==> src/rtl/io_sw_pkg.sv <==
// Shared constants for the board-switch debouncer.
package io_sw_pkg;

   localparam int STABLE_CNT_DEFAULT = 500000;
   localparam int STABLE_CNT_SIM     = 4;
   localparam int SW_W               = 32;

endpackage

==> src/rtl/io_sw_debounce_bit.sv <==
// One switch bit: 2-flop synchronizer, mismatch counter and debounced output flop.
module io_sw_debounce_bit #(
   parameter int STABLE_CNT = 4,
   parameter int CNT_W      = $clog2(STABLE_CNT + 1)
) (
   input  logic i_clk,
   input  logic i_rst,
   input  logic i_raw,
   output logic o_bit,
   output logic o_flip
);

   localparam logic [CNT_W-1:0] LP_LAST = CNT_W'(STABLE_CNT - 1);

   (* ASYNC_REG = "TRUE" *) logic r_sync1;
   (* ASYNC_REG = "TRUE" *) logic r_sync2;
   logic [CNT_W-1:0] r_cnt;
   logic             r_bit;
   logic             w_mismatch;

   assign w_mismatch = (r_sync2 != r_bit);
   // The flip happens on the edge that would otherwise take the count to STABLE_CNT.
   assign o_flip     = w_mismatch && (r_cnt == LP_LAST);
   assign o_bit      = r_bit;

   always_ff @(posedge i_clk or posedge i_rst) begin
      if (i_rst) begin
         r_sync1 <= 1'b0;
         r_sync2 <= 1'b0;
         r_cnt   <= '0;
         r_bit   <= 1'b0;
      end else begin
         r_sync1 <= i_raw;
         r_sync2 <= r_sync1;
         if (!w_mismatch) begin
            r_cnt <= '0;
         end else if (o_flip) begin
            r_cnt <= '0;
            r_bit <= r_sync2;
         end else begin
            r_cnt <= r_cnt + CNT_W'(1);
         end
      end
   end

endmodule

==> src/rtl/io_sw_debounce.sv <==
// 32-bit switch debouncer with sticky per-bit change events and a change pulse.
module io_sw_debounce
   import io_sw_pkg::*;
#(
   parameter int STABLE_CNT = STABLE_CNT_DEFAULT,
   parameter int CNT_W      = $clog2(STABLE_CNT + 1)
) (
   input  logic            i_clk,
   input  logic            i_rst,
   input  logic [SW_W-1:0] i_sw_raw,
   input  logic            i_event_clr,
   output logic [SW_W-1:0] o_io_sw,
   output logic [SW_W-1:0] o_sw_event,
   output logic            o_sw_change
);

   logic [SW_W-1:0] w_bit;
   logic [SW_W-1:0] w_flip;
   logic [SW_W-1:0] r_event;
   logic            r_change;

   for (genvar g = 0; g < SW_W; g++) begin : g_bit
      io_sw_debounce_bit #(
         .STABLE_CNT (STABLE_CNT),
         .CNT_W      (CNT_W)
      ) u_bit (
         .i_clk  (i_clk),
         .i_rst  (i_rst),
         .i_raw  (i_sw_raw[g]),
         .o_bit  (w_bit[g]),
         .o_flip (w_flip[g])
      );
   end

   // Set wins over clear so a flip coinciding with a clear is never lost.
   always_ff @(posedge i_clk or posedge i_rst) begin
      if (i_rst) begin
         r_event  <= '0;
         r_change <= 1'b0;
      end else begin
         r_event  <= (r_event & ~{SW_W{i_event_clr}}) | w_flip;
         r_change <= |w_flip;
      end
   end

   assign o_io_sw     = w_bit;
   assign o_sw_event  = r_event;
   assign o_sw_change = r_change;

endmodule

==> config.mk <==
export PLATFORM = sky130hd
export DESIGN_NAME = io_sw_debounce
export DESIGN_NICKNAME = d
export VERILOG_FILES = /design/src/rtl/io_sw_pkg.sv /design/src/rtl/io_sw_debounce_bit.sv /design/src/rtl/io_sw_debounce.sv
export SDC_FILE = /design/constraint.sdc
export NUM_CORES = 2
export LEC_CHECK = 0
export BUFFER_PORTS_ARGS = -buffer_cell sky130_fd_sc_hd__buf_4
export CORE_MARGIN = 5
export CORE_UTILIZATION = 65
export CTS_BUF_LIST = sky130_fd_sc_hd__clkbuf_4
export CTS_CLUSTER_SIZE = 20
export DETAILED_ROUTE_END_ITERATION = 10
export HOLD_SLACK_MARGIN = 0.1
export PLACE_DENSITY = 0.81
export SYNTH_ARGS = -nofsm -noshare
export SYNTH_HDL_FRONTEND = slang
export SYNTH_HIERARCHICAL = 1
export SYNTH_SLANG_ARGS = --single-unit
export TNS_END_PERCENT = 50
==> constraint.sdc <==
create_clock -name i_clk -period 2.4 [get_ports i_clk]
set_clock_uncertainty 0.05 [all_clocks]
set_input_delay 0.48 -clock i_clk [delete_from_list [all_inputs] [get_ports i_clk]]
set_output_delay 0.48 -clock i_clk [all_outputs]
set_load 0.02 [all_outputs]
# Yosys cells after proc, flatten, opt, wreduce, memory -nomap -nowiden
# Index checks and enable logic that the tools add are counted.
[classes] add_sub_neg=32 n_reduce_logical=65 n_mux=64 eq_ne=64 n_bitwise=3
[op_table] op="19-bit two-way mux" count=64
[op_table] op="19-bit by 1-bit adder with 19-bit output (second input constant)" count=32
[op_table] op="19-bit == test (second input constant)" count=32
[op_table] op="2-bit AND reduction" count=32
[op_table] op="32-bit bitwise AND" count=1
[op_table] op="1-bit logical AND" count=32
[op_table] op="1-bit inequality test" count=32
[op_table] op="32-bit inverter" count=1
[op_table] op="32-bit bitwise OR" count=1
[op_table] op="32-bit OR reduction" count=1
[word_totals] out_inout_bits=65 inputBits=35 elab_cells=358 ff_bits=737

# Logic depth before layout (Yosys ltp)
[depth] word_depth=4 mapped_depth=8 depth_no_buf=7

# Cells and area by module
# Netlist, hierarchy kept.
[by_module_without_submodules] module="io_sw_debounce_bit (g_bit[0].u_bit ...)" cells_per_inst=109 area_per_inst_um2=1127.3 instances=31
[by_module_without_submodules] module="io_sw_debounce" cells_per_inst=81 area_per_inst_um2=1164.9 instances=1
[by_module_without_submodules] module="io_sw_debounce_bit (g_bit[22].u_bit)" cells_per_inst=108 area_per_inst_um2=1108.6 instances=1

# Worst setup path after synthesis
# OpenSTA, ideal clock, no wires.
[synth_timing] kind="reg-to-reg" startpoint="register g_bit[22].u_bit.r_cnt[0]" endpoint="register r_change (netlist: o_sw_change)" setup_slack_ns=0.448 required_ns=2.286 t_arrival_ns=1.838 path_stages_with_launch=8 cell_sequence="dfrtp_1 > ha_1 > nand4_1 > or4_4 > nor2_1 > nor4_1 > nand4_1 > or2_1"
[synth_between] elab_chain_cells=3
[synth_rtl] item="start: declaration" line_no="io_sw_debounce_bit.sv:17" rtl="logic [CNT_W-1:0] r_cnt;"
[synth_rtl] item="start signal: assignment" line_no="io_sw_debounce_bit.sv:41" rtl="r_cnt <= r_cnt + CNT_W'(1);"
[synth_rtl] item="19-bit == test" line_no="io_sw_debounce_bit.sv:23" rtl="assign o_flip = w_mismatch && (r_cnt == LP_LAST);"
[synth_rtl] item="1-bit logical AND" line_no="io_sw_debounce_bit.sv:23"
[synth_rtl] item="net w_flip[22]" line_no="io_sw_debounce.sv:18" rtl="logic [SW_W-1:0] w_flip;"
[synth_rtl] item="32-bit OR reduction" line_no="io_sw_debounce.sv:42" rtl="r_change <= |w_flip;"
[synth_rtl] item="end signal: assignment" line_no="io_sw_debounce.sv:42"
[synth_rtl] item="end: declaration" line_no="io_sw_debounce.sv:20" rtl="logic r_change;"
# The timed path passes the listed nets, and every way through them passes these cells.
# A chain may end at the register's enable or synchronous reset.

# Worst setup path in the final report
[layout_timing] startpoint="register g_bit[28].u_bit.r_cnt[0]" endpoint="register r_change (netlist: o_sw_change)"
[layout_between] elab_chain_cells=3
[layout_rtl] item="start: declaration" line_no="io_sw_debounce_bit.sv:17"
[layout_rtl] item="start signal: assignment" line_no="io_sw_debounce_bit.sv:41"
[layout_rtl] item="19-bit == test" line_no="io_sw_debounce_bit.sv:23"
[layout_rtl] item="1-bit logical AND" line_no="io_sw_debounce_bit.sv:23"
[layout_rtl] item="net w_flip[28]" line_no="io_sw_debounce.sv:18"
[layout_rtl] item="32-bit OR reduction" line_no="io_sw_debounce.sv:42"
# The timed path passes the listed nets, and every way through them passes these cells.

==> results_dict.tcl <==
set metrics [dict create \
    status "finished with violations" \
    failed_checks "negative setup slack" \
    async_flop_share_pct 100 \
    cts_root_buffer "clkbuf_4" \
    rsz0062_at_grt "no" \
    grt_max_degree 33 \
    ctsHtreeMaxLevel 4 \
    worst_slack_ps -13.3 \
    ys_seq_elements 737 \
    placementRows 87 \
    antenna_found_initial 2 \
    final_cells 4901 \
    numCtsBuffers 185 \
    tightestPinTransition_ps 963 \
    grtUsageMet1_pct 34.9 \
    drt-wirelength-per-cell_um 16.2 \
    ir_worst_vdd_mv 0.578 \
    io_buffers 99 \
    crit_fanout 5 \
    post-route-min-period_ps 2410 \
    maxSlewHeadroom_pct 35.2 \
    dp_cells 4503 \
    timing.final.hold_violations 0 \
    cts_sinks 737 \
    busiest_layer "met2" \
    synth.most_common_cell "dfrtp_1" \
    worstPathRequired_ps 3260 \
    synthFlopType "dfrtp_1" \
    post-route-period-util_pct 101 \
    wl_um 79600 \
    use_met2_pct 40.4 \
    fmax_ghz 0.414 \
    use_met3_pct 7.25 \
    synth_area_leader_cell "dfrtp_1" \
    synth_area_leaders "dfrtp_1 50%, xnor2_1 8.3%, nor2_1 6.1%" \
    ant_nets 0 \
    synth.top_cell.area_share_pct 49.5 \
    final_util_pct 75.5 \
    clockBufferDepth 3 \
    worst-endpoint-arrival_ps 3270 \
    rr_worst_depth 7 \
    dieArea_sq_um 62100 \
    dr_total_vias 28272 \
    critPathCaptureType "flip-flop" \
    dr.first_iter.drc_count 1675 \
    drc 0 \
    drive_gt1_share_pct 18.3 \
    power.density_nw_per_um2 579 \
    yosysWarnings 6 \
    setup_viol 1 \
    die_x_um 249 \
    synthesis.nets 3635 \
    die_h_um 249 \
    cts_tree "built" \
    clkLatencyLatePin_ps 1020 \
    firstDrtPassIters 6 \
    grt_overflow 0 \
    crit_path_start_kind "flip-flop" \
    grt_pass1_wl_um 136000 \
    ios 100 \
    avgSynthCellArea_sq_um 10.4 \
    gp_congestion 0.879 \
    crit_type "reg -> reg" \
    timing.hold.ws_ps 228 \
    cts.reportedPaths.clkPinSlew_ps 70 \
    fin_nets 4068 \
    start_util_pct 65.8 \
    grt_use_total_pct 25.6 \
    synth_area_sq_um 37200 \
    design_area_sq_um 42700 \
    areaGrowthSynthToFinish_pct 14.8 \
    cap_viol_max_count 0 \
    synthCells 3568 \
    synth-seq-area-share_pct 49.5 \
    synth-edff-count 0 \
    synthDistinctLibCells 40 \
    hpwl_um 54100 \
    synthTopCellsByCount "737 x dfrtp_1, 609 x nor2_1, 351 x xnor2_1" \
    coreArea_sq_um 56600 \
    placed_cell_area_sq_um 39600 \
    p_leak_nw 18.1 \
    vias_per_cell 5.77 \
    hold_path.class "in -> async" \
    finalMaxSlewViolations 0 \
    grt_pass1_vias 28570 \
]
placed cells by master, fill, tap and decap left out, types with 32 or more instances in the layout:
cell type      count
or3_1             33
nand4b_1          62
o21ai_0           94
clkinv_1          43
nor4_1            72
or4_1             32
ha_1              32
dfrtp_1          737
nand4_1          133
dlygate4sd3_1     67
inv_1            190
nor3_1           157
buf_4            216
o41ai_4           32
and3_1            32
nand4_2           32
mux2_4            32
nor2_1           606
nand2_1          191
a21oi_1          127
clkbuf_4         260
xnor2_1          351
or4_4             63
nand3_1          193
xor2_1           130
flip-flops by register name, indices dropped and copies added (netlist names):
| signal | count |
|---|---|
| o_sw_change | 1 |
| g_bit.u_bit/r_sync1 | 32 |
| o_sw_event | 32 |
| g_bit.u_bit/r_cnt | 608 |
| g_bit.u_bit/o_bit | 32 |
| g_bit.u_bit/r_sync2 | 32 |
final cells by class:
| cell class | count | area [sq um] |
|---|---|---|
| Timing Repair Buffer | 283 | 2290 |
| Clock inverter | 65 | 477 |
| Clock buffer | 260 | 1950 |
| Multi-Input combinational cell | 2603 | 17900 |
| Inverter | 191 | 717 |
| Tap cell | 756 | 946 |
| Antenna cell | 6 | 15.0 |
| Fill cell | 3863 | 13900 |
| Sequential cell | 737 | 18400 |
metal layers:
metal / part of all wire [%] / vias to the layer above
met5: 0 / -
met4: 1.7 / 0
met3: 6.4 / 125
met2: 47 / 684
met1: 45 / 13939
li1: - / 13524
power by group:
group	total, mW	internal, mW	switching [mW]
clock network	10.9	5.86	5.05
logic	1.01	0.399	0.608
registers	12.8	12.6	0.236
total	24.8	18.9	5.90
worst paths after layout:
path | startpoint | end | slack (ps)
max | g_bit[28].u_bit/r_cnt[0]$_DFF_PP0_ | o_sw_change$_DFF_PP0_ | -10
min | i_rst | g_bit[13].u_bit/r_cnt[15]$_DFF_PP0_ | 230
max reg2reg | g_bit[28].u_bit/r_cnt[0]$_DFF_PP0_ | o_sw_change$_DFF_PP0_ | -10
min reg2reg | g_bit[15].u_bit/r_sync1$_DFF_PP0_ | g_bit[15].u_bit/r_sync2$_DFF_PP0_ | 280
max in group asynchronous | i_rst | g_bit[11].u_bit/r_cnt[15]$_DFF_PP0_ | 900
min in group i_clk | g_bit[15].u_bit/r_sync1$_DFF_PP0_ | g_bit[15].u_bit/r_sync2$_DFF_PP0_ | 280
cell families (layout without fill, tap and decap cells):
group	after synthesis	after routing	synth area share, %
AND/OR/NAND/NOR	1771	1771	28.3
XOR/XNOR	481	481	11.3
adder cells (fa/ha/maj)	32	32	1.08
other	0	6	0
AO/OA/AOI/OAI	287	287	6.03
flip-flops	737	737	49.5
multiplexers	32	32	1.29
buffers and inverters	228	799	2.43
through the flow:
stage               setup WS [ps]  total power, mW  TNS (ps)
floorplan                     448             13.6         0
global placement             35.9             14.0         0
detailed placement           48.6             14.0         0
CTS                          44.7             25.1         0
global route                 7.42             26.0         0
finish                      -13.3             24.8     -13.3
repair_timing:
item,in CTS,in global routing
endpoints found under the hold margin,801,0
hold buffers,67,0
gates resized for setup,0,3
setup buffers,0,0
endpoints found under the setup margin,0,1
worst max-delay path, stage by stage, from the launching register on:
cell and delay, ps:
dfrtp_1 430, ha_1 280, nand4_4 90, or4_4 150, nor2_1 80, nor4_1 830
nand4_1 160, or2_1 250
(Power assumes the default switching activity.)
